[src/rtl/reset_sequencer.sv]
// Multi-channel reset sequencer: holds all selected domains, then releases them one by one
// in ascending order; a synchronised soft request re-runs the sequence on a channel subset.
module reset_sequencer #(
  parameter int unsigned NUM_CH          = 4,
  parameter int unsigned HOLD_CYCLES     = 16,
  parameter int unsigned STAGGER_CYCLES  = 4,
  parameter int unsigned REQ_SYNC_STAGES = 2
) (
  input  logic              clk,
  input  logic              rst,
  input  logic              soft_req,
  input  logic [NUM_CH-1:0] soft_mask,
  output logic [NUM_CH-1:0] rst_out,
  output logic              busy,
  output logic              done,
  output logic [7:0]        seq_cnt
);

  localparam int unsigned CNT_MAX = (HOLD_CYCLES > STAGGER_CYCLES) ? HOLD_CYCLES : STAGGER_CYCLES;
  localparam int unsigned CNT_W   = $clog2(CNT_MAX + 1);
  localparam int unsigned IDX_W   = (NUM_CH > 1) ? $clog2(NUM_CH) : 1;

  typedef enum logic [1:0] {
    ST_ASSERT  = 2'd0,
    ST_RELEASE = 2'd1,
    ST_RUN     = 2'd2
  } state_t;

  state_t                     state_q, state_d;
  logic [CNT_W-1:0]           cnt_q, cnt_d;
  logic [IDX_W-1:0]           idx_q, idx_d;
  logic [NUM_CH-1:0]          act_q, act_d;
  logic [NUM_CH-1:0]          pmask_q, pmask_d;
  logic [NUM_CH-1:0]          rst_out_d;
  logic [NUM_CH-1:0]          launch_c;
  logic                       pend_q, pend_d;
  logic                       soft_seq_q, soft_seq_d;
  logic [7:0]                 seq_cnt_d;
  logic                       done_d;
  logic [REQ_SYNC_STAGES-1:0] sync_q;
  logic                       edge_q;
  logic                       pulse_c;
  logic                       req_c;

  // Flops reset to 1 so a request held high through reset is not seen as an edge
  assign pulse_c = sync_q[REQ_SYNC_STAGES-1] & ~edge_q;
  assign req_c   = pulse_c && (soft_mask != '0);

  always_ff @(posedge clk) begin
    if (rst) begin
      state_q    <= ST_ASSERT;
      cnt_q      <= '0;
      idx_q      <= '0;
      act_q      <= '1;
      pmask_q    <= '0;
      pend_q     <= 1'b0;
      soft_seq_q <= 1'b0;
      rst_out    <= '1;
      seq_cnt    <= '0;
      sync_q     <= '1;
      edge_q     <= 1'b1;
      done       <= 1'b0;
      busy       <= 1'b1;
    end else begin
      state_q    <= state_d;
      cnt_q      <= cnt_d;
      idx_q      <= idx_d;
      act_q      <= act_d;
      pmask_q    <= pmask_d;
      pend_q     <= pend_d;
      soft_seq_q <= soft_seq_d;
      rst_out    <= rst_out_d;
      seq_cnt    <= seq_cnt_d;
      sync_q     <= {sync_q[REQ_SYNC_STAGES-2:0], soft_req};
      edge_q     <= sync_q[REQ_SYNC_STAGES-1];
      done       <= done_d;
      busy       <= ~done_d;
    end
  end

  always_comb begin
    state_d    = state_q;
    cnt_d      = cnt_q;
    idx_d      = idx_q;
    act_d      = act_q;
    pmask_d    = pmask_q;
    pend_d     = pend_q;
    soft_seq_d = soft_seq_q;
    rst_out_d  = rst_out;
    seq_cnt_d  = seq_cnt;
    launch_c   = '0;

    case (state_q)
      ST_ASSERT: begin
        rst_out_d = act_q;
        if (req_c) begin
          pend_d  = 1'b1;
          pmask_d = pmask_q | soft_mask;
        end
        if (cnt_q == CNT_W'(HOLD_CYCLES - 1)) begin
          state_d = ST_RELEASE;
          cnt_d   = '0;
          idx_d   = '0;
        end else begin
          cnt_d = cnt_q + CNT_W'(1);
        end
      end

      ST_RELEASE: begin
        if (req_c) begin
          pend_d  = 1'b1;
          pmask_d = pmask_q | soft_mask;
        end
        // Every channel takes a full stagger slot, masked or not
        if (cnt_q == CNT_W'(STAGGER_CYCLES - 1)) begin
          rst_out_d[idx_q] = 1'b0;
          cnt_d            = '0;
          if (idx_q == IDX_W'(NUM_CH - 1)) begin
            state_d = ST_RUN;
            if (soft_seq_q && (seq_cnt != 8'hFF)) begin
              seq_cnt_d = seq_cnt + 8'd1;
            end
          end else begin
            idx_d = idx_q + IDX_W'(1);
          end
        end else begin
          cnt_d = cnt_q + CNT_W'(1);
        end
      end

      ST_RUN: begin
        rst_out_d = '0;
        launch_c  = (pend_q ? pmask_q : '0) | (req_c ? soft_mask : '0);
        if (launch_c != '0) begin
          state_d    = ST_ASSERT;
          act_d      = launch_c;
          rst_out_d  = launch_c;
          cnt_d      = '0;
          idx_d      = '0;
          pend_d     = 1'b0;
          pmask_d    = '0;
          soft_seq_d = 1'b1;
        end
      end

      default: begin
        state_d   = ST_ASSERT;
        act_d     = '1;
        rst_out_d = '1;
        cnt_d     = '0;
        idx_d     = '0;
      end
    endcase

    done_d = (state_d == ST_RUN);
  end

endmodule

[config.mk]
export PLATFORM = sky130hd
export DESIGN_NAME = reset_sequencer
export DESIGN_NICKNAME = d
export VERILOG_FILES = /design/src/rtl/reset_sequencer.sv
export SDC_FILE = /design/constraint.sdc
export NUM_CORES = 1
export LEC_CHECK = 0
export BUFFER_PORTS_ARGS = -buffer_cell sky130_fd_sc_hd__buf_2
export CAP_MARGIN = 0
export CORE_UTILIZATION = 45
export DETAILED_ROUTE_END_ITERATION = 8
export SLEW_MARGIN = 30
export SYNTH_ARGS = -nofsm -noshare
export SYNTH_HDL_FRONTEND = slang
export SYNTH_SLANG_ARGS = --single-unit
export TNS_END_PERCENT = 100
[constraint.sdc]
create_clock -name clk -period 4.5 [get_ports clk]
set_clock_uncertainty 0.15 [all_clocks]
set_input_delay 0.45 -clock clk [delete_from_list [all_inputs] [get_ports clk]]
set_output_delay 0.45 -clock clk [all_outputs]
set_load 0.01 [all_outputs]
# After elaboration in Yosys (flattened, before gate mapping)
# Index checks and enable logic that the tools add are counted.
word_totals:
  reg_bits: 36
  input_bits: 7
  out_inout_bits: 14
  wordCells: 80
op_classes:
  addsub: 3
  n_lt_le_gt_ge: 2
  eq_ne: 12
  muxes: 29
  bitwise_logic: 8
  n_reduce_logical: 13
ops:
  columns: ["cell", "count"]
  rows:
  - ["two-way mux 4 bit", 7]
  - ["two-way mux 2 bit", 8]
  - ["one-hot mux 4 bit (2 select lines)", 2]
  - ["two-way mux 5 bit", 3]
  - ["one-hot mux 5 bit (3 select lines)", 1]
  - ["one-hot mux 2 bit (3 select lines)", 2]
  - ["one-hot mux 4 bit (3 select lines)", 1]
  - ["adder 8 x 1 -> 8 bit (second input constant)", 1]
  - ["!= test 2 bit (second input constant)", 4]
  - ["!= test 8 bit (second input constant)", 1]
  - ["OR 4 bit", 2]
  - ["AND reduction 4 bit", 2]
  - ["nonzero test 4 bit", 2]
  - ["== test 2 bit (second input constant)", 3]
  - ["adder 5 x 1 -> 5 bit (second input constant)", 1]
  - ["== test 5 x 2 -> 1 bit (second input constant)", 1]
  - ["== test 5 x 4 -> 1 bit (second input constant)", 1]
  - ["bitwise AND 4 bit", 1]
  - ["inverter 4 bit", 1]
  - ["AND reduction 2 bit", 2]
  - ["logical AND 1 bit", 3]
  - ["< comparator 2 x 3 -> 1 bit (second input constant)", 1]
  - ["two-way mux 1 bit", 3]
  - ["inverter 1 bit", 3]
  - ["other kinds (11)", 11]

# Longest topological paths before layout
# Gate-level depths: netlist of run 1.
depth:
  word_depth: 10
  depth_mapped: 8
  ltp_nobuf: 8

# Worst setup path after synthesis of run 1
# Ideal clock, no wire load.
synth_timing:
  path_type: "register to register"
  start: "reg cnt_q[0]"
  end: "reg cnt_q[3]"
  setup_ps: 61
  arrival_time_ps: 1799
  required_time_ps: 4289
  path_slack_ps: 2491
  path_stages_with_launch: 9
  n_path_buf: 0
  period_less_slack_ps: 2009
  cell_sequence: "dfxtp_1 > ha_1 > nand3_1 > inv_1 > ha_1 > nor2b_1 > a2111oi_2 > o2bb2ai_1 > a22o_1"
synth_via:
  elab_chain_cells: 3
  word_cells_on_any_way: 6
  classes_between: "add/sub (1); eq/ne (2); mux (3)"
synth_rtl:
  columns: ["element", "line_no", "text"]
  rows:
  - ["start, declared", "30", "logic [CNT_W-1:0] cnt_q, cnt_d;"]
  - ["start signal, assigned", "66", "cnt_q <= cnt_d;"]
  - ["adder 5 x 1 -> 5 bit (tied with other cells)", "105, 127", null]
  - ["two-way mux 5 bit (on tied branches)", "115, 100", null]
  - ["one-hot mux 5 bit (3 select lines) *", "93", "case (state_q)"]
# Every way passes the cells marked *; elsewhere a longest branch is shown, timed or not.
# A chain may end at the register's enable or synchronous reset.

# Final worst setup path of run 1
layout_timing:
  start: "reg cnt_q[0]"
  end: "reg seq_cnt[3]"
layout_via:
  elab_chain_cells: 2
layout_rtl:
  columns: ["element", "line_no", "text"]
  rows:
  - ["== test 5 x 2 -> 1 bit", "115", "if (cnt_q == CNT_W'(STAGGER_CYCLES - 1)) begin"]
  - ["AND reduction 4 bit (no source line)", null, null]
  - ["end signal, assigned", "73", "seq_cnt <= seq_cnt_d;"]
  - ["end, declared", "16", "output logic [7:0] seq_cnt"]
# Every way passes these cells.

==> results.tsv, run 1 <==
metric	value	unit
crit-path cells	ha_1 > nor4b_4 > nand4_1 > or4_1 > a21oi_1	
CTS tree	yes	
Crit. End Element	register	
Starting DRT DRC Count	78	
Placeable Area	3468	um^2
Distinct cells, synth	44	
Main synth FF type	dfxtp_1	
Warnings, synthesis	0	
CP Launch Type	register	
final HPWL from detailed placement	2.489	mm
largest family of logic cells by synthesized area	compound AO/OA/AOI/OAI gates	
CTS-repair resized insts	0	
reg2reg start	cnt_q[0]$_SDFFE_PP0N_	
average wire per standard cell	14.24	um
H-tree levels	2	
Leakage	0.0007218	uW
XOR/XNOR share of the synthesized area	0.5158	%
VDD IR max	0.2212	mV
family with the most delay on the worst path	simple AND/OR/NAND/NOR gates	
Final ANT Viol Nets	0	
Synth Area in Compound Gates	24.76	%
achievable frequency	365.5	MHz
CP startpoint	cnt_q[0]$_SDFFE_PP0N_	
Post-synth top cells	36 x dfxtp_1, 16 x a21oi_1, 12 x nor2_1, 11 x inv_1, 10 x nand2_1	
Hold WC Path Type	primary input to register	
cell accounting for the most synthesized area	dfxtp_1	
DR vias	1434	
Post-Syn Area per Cell	9.228	um^2
cts hold-fix bufs	0	
DIE HEIGHT	63.43	um
Ant. Diodes	0	
Post-Syn Area	1698	um^2
via/cell ratio	5.782	
FFs w/ async S/R, synth	0	%
Clk pin slew, worst setup/hold paths	0.08	ns
setup violators final	0	
Initial Utilization	48.95	%
setup_tns	0	ns
Post-synth EDFFs	0	
Root Driver	clkbuf_8	
most common cell in the synthesized netlist	dfxtp_1	
synthesis-stage register bit count	36	
Initial DRT Pass Iterations	4	
die area	4023	um^2
vias in the first global route	1370	
DRC	0	
ranking of synthesized cells by area	dfxtp_1 42%, ha_1 5.9%, a21oi_1 4.7%	
Req. time, crit path	4.58	ns
CTS buffer count	5	
hold path start	soft_req	
nets@finish	216	
Mapped Cells	184	
Post-CTS Setup Bufs	0	
Final Non-Filler Cells	248	
gpl congestion	0.7520	
Adder-Cell Fraction of Synth Area	5.895	%
floorplan row count	21	
Tightest Pin Transition	0.7150	ns
max-slew violations	0	
max incr delay on CP	0.67	ns
sequential area share after synthesis	42.45	%
Final Hold Viols	0	
Setup CP Type	register to register	
RSZ-0062 raised after global routing	false	
GRT overflow	0	
Max-Slew Margin vs Limit	52.27	%
fin util	55.92	%
I/O Pins	21	
number of clock sinks	36	
all-layer global routing usage	19.50	%
Buffers on Ports	20	
final period utilization	60.79	%
Buffers & Inverters on Critical Path	0	
global-route wire length before repair	6.085	mm
max capacitance violation total	0	
worst-skew pair later-pin latency	0.29	ns
area delta synth->final	14.22	%
Yosys top cell area share	42.45	%
placed insts	240	
CP Max Fanout	14	
WL final	3.531	mm
status	finished, final reports clean	
Clock Tree Buf Depth	2	
crit path DAT	2.81	ns
post-synthesis mux area share	1.842	%
Power Dens Cells	343.3	nW/um^2
share of cells above drive strength 1	19.31	%
minimum clock period	2.736	ns
largest net degree at the start of global routing	30	
Net Count, Synth	199	
Synth Area in Simple Gates	19.60	%
CP max-delay cell	or4_1	
Die X	63.43	um
initial antenna violation count	0	
==> registers in the layout, summed over array words and instances (netlist names) <==
register	cells
pend_q	1
idx_q	2
act_q	4
seq_cnt	8
state_q	2
soft_seq_q	1
sync_q	2
cnt_q	5
pmask_q	4
edge_q	1
busy	1
done	1
rst_out	4
==> final cells by class <==
type / instances / area [um^2]
multi-input combinational: 127 / 893.4
clock inverter: 1 / 30.03
fill: 334 / 1529
clock buffer: 7 / 96.34
inverter: 11 / 41.29
sequential: 36 / 720.7
timing repair buffer: 20 / 100.1
tap: 46 / 57.56
==> per-stage QoR <==
stage | hold WS [ns] | setup slack [ns] | cell area (um^2) | total power (uW)
6_report | 0.1865 | 1.764 | 1939 | 665.8
5_1_grt | 0.1751 | 1.582 | 1939 | 690.6
4_1_cts | 0.1806 | 1.777 | 1939 | 671.2
3_5_place_dp | 0.2441 | 1.800 | 1813 | 358.5
3_3_place_gp | 0.2417 | 1.948 | 1813 | 357.5
2_1_floorplan | 0.2395 | 2.491 | 1698 | 350.9
==> worst register-to-register path: stages, from the launching register on <==
cell and delay [ns]:
dfxtp_1 0.37, ha_1 0.22, nor4b_4 0.54, nand4_1 0.56, or4_1 0.67, a21oi_1 0.15
==> power by group <==
group          total, uW  switching, uW  internal (uW)  leakage (uW)
logic               24.1           13.6           10.5      0.000366
clock network        315            119            195     0.0000645
registers            327           4.05            323      0.000292
==> placed cells by master (no fill, tap or decap), types with 4 or more instances in the layout <==
cell,count
or4_1,4
clkbuf_8,7
inv_1,11
a21oi_1,16
or2_2,5
nand3_1,6
o41ai_1,4
buf_2,20
ha_1,8
dfxtp_1,36
nor2b_1,6
o21ai_0,6
a221o_1,6
nand2_1,10
nor2_1,12
==> kinds of logic (layout without fill, tap and decap cells) <==
logic type,after synthesis,count (layout)
compound gates,57,57
simple gates,58,58
xor+xnor,1,1
buf+inv,21,39
flops,36,36
fa+ha+maj,8,8
mux,3,3
==> layer usage <==
metal / GRT usage, % / vias up / share of wire (%)
met5: 0 / - / 0
met4: 5.966 / 0 / 1.4
met3: 6.703 / 6 / 4.1
met2: 33.91 / 28 / 49
met1: 22.20 / 683 / 45
li1: - / 717 / -
==> path summary, 6_finish.rpt <==
path              depth (start not counted)                 endpoint  slack [ns]
setup / recovery                          5  seq_cnt[3]$_SDFFE_PP0P_        1.76
hold / removal                            2     sync_q[0]$_SDFF_PP1_        0.19
setup reg to reg                          5  seq_cnt[3]$_SDFFE_PP0P_        1.76
hold reg to reg                           1     sync_q[1]$_SDFF_PP1_        0.26
No activity file was read; power rests on OpenSTA's default activity.
==> inputs of run 2 (changes only) <==
- clock period: 4.5 -> 2.6 ns (I/O delays scaled with it)
==> run 2 against run 1 <==
Effect of this change:
- combinational power rose by 88%
- final cell count rose by 1.6%
- worst setup slack worse by 1.5 ns
- register-to-register slack lost 1.5 ns
- first-iteration DRC count increased by 32%
- count of clock-buffer cells in the layout unchanged
- hold slack worse by 0.093 ns
- global-route usage down 0.18 points
- total power is 72% higher
- fmax is 19% higher
- highest routed layer unchanged
==> results.tsv, run 2 (synthesis gave the netlist of run 1 again) <==
metric	value	unit	change
minimum clock period	2.304	ns	was 2.736 ns
most frequent cells in the layout	36 x dfxtp_1, 20 x buf_2, 16 x a21oi_1		unchanged
DIE HEIGHT	63.43	um	unchanged
Leakage	0.0007423	uW	was 0.0007218 uW
Initial DRT Pass Iterations	4		unchanged
status	finished, final reports clean		unchanged
design area	1972	um^2	was 1939 um^2
VDD IR max	0.3232	mV	was 0.2212 mV
setup violators final	0		unchanged
most common cell after layout, fill and taps aside	dfxtp_1		unchanged
vias in the first global route	1371		was 1370
final period utilization	88.63	%	was 60.79%
Placeable Area	3468	um^2	unchanged
crit-path cells	ha_1 > nand4_1 > or4_1 > a21oi_1		was ha_1 > nor4b_4 > nand4_1 > or4_1 > a21oi_1
die area	4023	um^2	unchanged
GRT overflow	0		unchanged
Final Hold Viols	0		unchanged
DRC	0		unchanged
Power Dens Cells	579.9	nW/um^2	was 343.3 nW/um^2
Initial Utilization	48.95	%	unchanged
Crit. End Element	register		unchanged
global-route wire length before repair	6.051	mm	was 6.085 mm
largest net degree at the start of global routing	30		unchanged
cts hold-fix bufs	0		unchanged
worst-skew pair later-pin latency	0.28	ns	was 0.29 ns
I/O Pins	21		unchanged
max incr delay on CP	0.63	ns	was 0.67 ns
CTS-repair resized insts	0		unchanged
max-slew violations	0		unchanged
Clock Tree Buf Depth	2		unchanged
final HPWL from detailed placement	2.453	mm	was 2.489 mm
Starting DRT DRC Count	103		was 78
CP Launch Type	register		unchanged
max capacitance violation total	0		unchanged
Hold WC Path Type	primary input to register		unchanged
Buffers on Ports	20		unchanged
gpl congestion	0.7237		was 0.7520
Setup CP Type	register to register		unchanged
Clk pin slew, worst setup/hold paths	0.07	ns	was 0.08 ns
via/cell ratio	5.798		was 5.782
setup_tns	0	ns	unchanged
Final ANT Viol Nets	0		unchanged
final worst slack	0.2957	ns	was 1.764 ns
Die X	63.43	um	unchanged
Root Driver	clkbuf_8		unchanged
average wire per standard cell	14.24	um	about the same
CTS tree	yes		unchanged
floorplan row count	21		unchanged
post-place instance area	1836	um^2	was 1813 um^2
WL final	3.588	mm	was 3.531 mm
CTS buffer count	5		unchanged
Post-CTS Setup Bufs	0		unchanged
Regs by FF count	seq_cnt: 8 flops, cnt_q: 5 flops		unchanged
share of cells above drive strength 1	20.39	%	was 19.31%
pre-CTS setup slack	0.3531	ns	was 1.800 ns
max FFs per register	8		unchanged
Overall Power	1144	uW	was 665.8 uW
H-tree levels	2		unchanged
DR vias	1461		was 1434
Tightest Pin Transition	0.6767	ns	was 0.7150 ns
crit path DAT	2.37	ns	was 2.81 ns
CP Max Fanout	14		unchanged
nets@finish	220		was 216
Top reg by flops	seq_cnt		unchanged
Max-Slew Margin vs Limit	54.69	%	was 52.27%
area delta synth->final	16.14	%	was 14.22%
Req. time, crit path	2.66	ns	was 4.58 ns
CP max-delay cell	or4_1		unchanged
achievable frequency	434.0	MHz	was 365.5 MHz
initial antenna violation count	0		unchanged
Buffers & Inverters on Critical Path	0		unchanged
family with the most delay on the worst path	simple AND/OR/NAND/NOR gates		unchanged
number of clock sinks	36		unchanged
Ant. Diodes	0		unchanged
all-layer global routing usage	19.32	%	was 19.50%
RSZ-0062 raised after global routing	false		unchanged
==> run 2: changes by cell type in the layout (fill, tap and decap cells not counted) <==
cell	change
dlygate4sd3_1	+1
buf_4	+3
==> run 2: cell type report <==
class	instances	area [um^2]
fill	322	1496
multi-input combinational	127	893.4
sequential	36	720.7
timing repair buffer	24	132.6
clock buffer	7	96.34
tap	46	57.56
inverter	11	41.29
clock inverter	1	30.03
==> run 2: final timing paths <==
| path | startpoint | endpoint | slack (ns) | cells after the start |
|---|---|---|---|---|
| min | soft_mask[2] | pmask_q[2]$_SDFFE_PP0P_ | 0.09 | 3 |
| max reg2reg | idx_q[0]$_SDFFE_PP0P_ | seq_cnt[3]$_SDFFE_PP0P_ | 0.30 | 4 |
| min reg2reg | sync_q[0]$_SDFF_PP1_ | sync_q[1]$_SDFF_PP1_ | 0.26 | 1 |
| max | idx_q[0]$_SDFFE_PP0P_ | seq_cnt[3]$_SDFFE_PP0P_ | 0.30 | 4 |
==> run 2: worst min-delay path: stages <==
cell,delay (ns)
buf_2,0.10
a21oi_1,0.06
nor2_1,0.07
==> run 2: report_power, final <==
| part | internal [uW] | leakage, uW | switching, uW |
|---|---|---|---|
| sequential | 559 | 0.000292 | 6.95 |
| clock | 338 | 0.0000645 | 194 |
| combinational | 20.2 | 0.000386 | 25.0 |
| total | 917 | 0.000742 | 226 |
==> run 2: per-layer routing <==
metal | track usage [%] | wire length (um) | vias to the layer above
li1 | - | - | 726
met1 | 23.59 | 1693 | 693
met2 | 32.45 | 1690 | 35
met3 | 5.435 | 149 | 7
met4 | 6.250 | 54 | 0
met5 | 0 | 0 | -
==> run 2: metrics by stage <==
stage / hold slack, ns / utilization, % / std cells
2_1_floorplan: 0.2138 / - / 184
3_3_place_gp: 0.2419 / 52.92 / 243
3_5_place_dp: 0.2499 / 52.92 / 243
4_1_cts: 0.001644 / 56.57 / 251
5_1_grt: 0.1138 / 56.85 / 252
6_report: 0.09351 / 56.85 / 252
==> inputs of run 3 (changes only) <==
- SLEW_MARGIN: 30 -> 20
- clock period: 2.6 -> 2.69 ns (I/O delays scaled with it)
==> run 3 against run 2 <==
Effect of this change:
- die area unchanged
- combinational power decreased by 6.0%
- clock power decreased by 27%
- largest power group unchanged
- utilization decreased by 1.3 points
- count of clock-buffer cells in the layout increased by 1
- global-route usage increased by 0.10 points
==> results.tsv, run 3 (synthesis gave the netlist of run 1 again) <==
metric	value	unit	change
average wire per standard cell	14.35	um	was 14.24 um
GRT overflow	0		unchanged
DIE HEIGHT	63.43	um	unchanged
Int Power	767.8	uW	was 917.5 uW
die area	4023	um^2	unchanged
max-slew violations	0		unchanged
Final Hold Viols	0		unchanged
Clk pin slew, worst setup/hold paths	0.07	ns	about the same
via/cell ratio	5.693		was 5.798
Hold WC Path Type	primary input to register		unchanged
crit path DAT	2.34	ns	was 2.37 ns
Worst Hold Depth	2		was 3
Leakage	0.0007191	uW	was 0.0007423 uW
net switching power figure	211.1	uW	was 226.1 uW
area delta synth->final	13.41	%	was 16.14%
initial antenna violation count	0		unchanged
Clock Tree Buf Depth	2		unchanged
Final ANT Viol Nets	0		unchanged
FF-to-FF setup slack	0.41	ns	was 0.30 ns
achievable frequency	439.3	MHz	was 434.0 MHz
Starting DRT DRC Count	80		was 103
status	finished, final reports clean		unchanged
Final Non-Filler Cells	251		was 252
Initial DRT Pass Iterations	4		unchanged
CP Launch Type	register		unchanged
number of clock sinks	36		unchanged
Regs by FF count	seq_cnt: 8 flops, cnt_q: 5 flops		unchanged
H-tree levels	2		unchanged
setup_tns	0	ns	unchanged
RSZ-0062 raised after global routing	false		unchanged
Ant. Diodes	0		unchanged
worst r2r path cells	4		unchanged
CTS buffer count	5		unchanged
final period utilization	84.62	%	was 88.63%
VDD IR max	0.2838	mV	was 0.3232 mV
setup violators final	0		unchanged
Req. time, crit path	2.75	ns	was 2.66 ns
Placeable Area	3468	um^2	unchanged
share of total power in the clock network	39.8	%	was 46.6%
final HPWL from detailed placement	2.438	mm	was 2.453 mm
Root Driver	clkbuf_8		unchanged
I/O Pins	21		unchanged
DR vias	1429		was 1461
Comb power frac	4.3	%	was 4.0%
max capacitance violation total	0		unchanged
vias in the first global route	1365		was 1371
DRC	0		unchanged
Initial Utilization	48.95	%	unchanged
Hold EP	sync_q[0]$_SDFF_PP1_		was pmask_q[2]$_SDFFE_PP0P_
Tightest Pin Transition	0.6827	ns	was 0.6767 ns
floorplan row count	21		unchanged
gpl congestion	0.7236		was 0.7237
share of cells above drive strength 1	19.51	%	was 20.39%
most frequent cells in the layout	36 x dfxtp_1, 20 x buf_2, 16 x a21oi_1		unchanged
placed insts	243		unchanged
all-layer global routing usage	19.42	%	was 19.32%
global-route wire length before repair	6.182	mm	was 6.051 mm
cts hold-fix bufs	0		unchanged
Setup CP Type	register to register		unchanged
Post-CTS Setup Bufs	0		unchanged
FILL cells	332		was 322
minimum clock period	2.276	ns	was 2.304 ns
WL final	3.602	mm	was 3.588 mm
hold path start	soft_req		was soft_mask[2]
CP Max Fanout	14		unchanged
nets@finish	219		was 220
CTS-repair resized insts	0		unchanged
Die X	63.43	um	unchanged
reg2reg start	idx_q[0]$_SDFFE_PP0P_		unchanged
most common cell after layout, fill and taps aside	dfxtp_1		unchanged
switching share of power	21.56	%	was 19.77%
Reg power frac	55.9	%	was 49.5%
Buffers on Ports	20		unchanged
R2R Path End	seq_cnt[3]$_SDFFE_PP0P_		unchanged
Top reg by flops	seq_cnt		unchanged
CTS tree	yes		unchanged
largest net degree at the start of global routing	30		unchanged
Power Dens Cells	508.4	nW/um^2	was 579.9 nW/um^2
Crit. End Element	register		unchanged
worst-skew pair later-pin latency	0.28	ns	about the same
Max-Slew Margin vs Limit	54.29	%	was 54.69%
max FFs per register	8		unchanged
run 3: layout make-up:
| cell class | instances | area [um^2] | share of cell area, % |
|---|---|---|---|
| flip-flops and latches | 36 | 720.7 | 37.43 |
| clock buffers | 8 | 90.09 | 4.678 |
| inverters | 11 | 41.29 | 2.144 |
| well taps | 46 | 57.56 | 2.989 |
| repair buffers | 23 | 122.6 | 6.368 |
| multi-input cells | 127 | 893.4 | 46.39 |
run 3: power by group through the flow:
stage | clock, uW | combinational [uW] | sequential [uW]
CTS | 400 | 42.4 | 547
global route | 422 | 47.9 | 547
finish | 390 | 42.5 | 547
global placement | 0 | 41.0 | 559
floorplan | 0 | 29.4 | 558
detailed placement | 0 | 42.0 | 559
run 3: metrics by stage:
| stage | hold WS (ns) | util (%) | setup WS (ns) | instance area [um^2] | power [uW] |
|---|---|---|---|---|---|
| detailed placement | 0.2499 | 52.92 | 0.4585 | 1836 | 601.0 |
| global route | 0.01468 | 55.52 | 0.2569 | 1926 | 1017 |
| global placement | 0.2419 | 52.92 | 0.4824 | 1836 | 599.5 |
| finish | 0.02332 | 55.52 | 0.4137 | 1926 | 978.9 |
| floorplan | 0.2228 | - | 0.6805 | 1698 | 587.0 |
| CTS | 0.01436 | 55.52 | 0.4271 | 1926 | 989.2 |
run 3: worst max-delay path, stage by stage (launching register included):
cell	delay, ns
dfxtp_1	0.42
ha_1	0.38
nand4_1	0.47
or4_1	0.63
a21oi_1	0.15
run 3: worst max path at each step:
stage                           from                      end
5_1_grt        cnt_q[0]$_SDFFE_PP0N_    cnt_q[2]$_SDFFE_PP0N_
4_1_cts        idx_q[0]$_SDFFE_PP0P_  seq_cnt[3]$_SDFFE_PP0P_
6_report       idx_q[0]$_SDFFE_PP0P_  seq_cnt[3]$_SDFFE_PP0P_
3_5_place_dp   cnt_q[0]$_SDFFE_PP0N_    cnt_q[3]$_SDFFE_PP0N_
3_3_place_gp   cnt_q[0]$_SDFFE_PP0N_    cnt_q[3]$_SDFFE_PP0N_
2_1_floorplan  cnt_q[0]$_SDFFE_PP0N_    cnt_q[3]$_SDFFE_PP0N_
run 3: layer usage:
metal | share of wire (%) | vias up | GRT usage [%]
li1 | - | 724 | -
met1 | 47 | 660 | 24.44
met2 | 48 | 41 | 32.05
met3 | 4.6 | 4 | 3.986
met4 | 0.83 | 0 | 7.955
met5 | 0 | - | 0
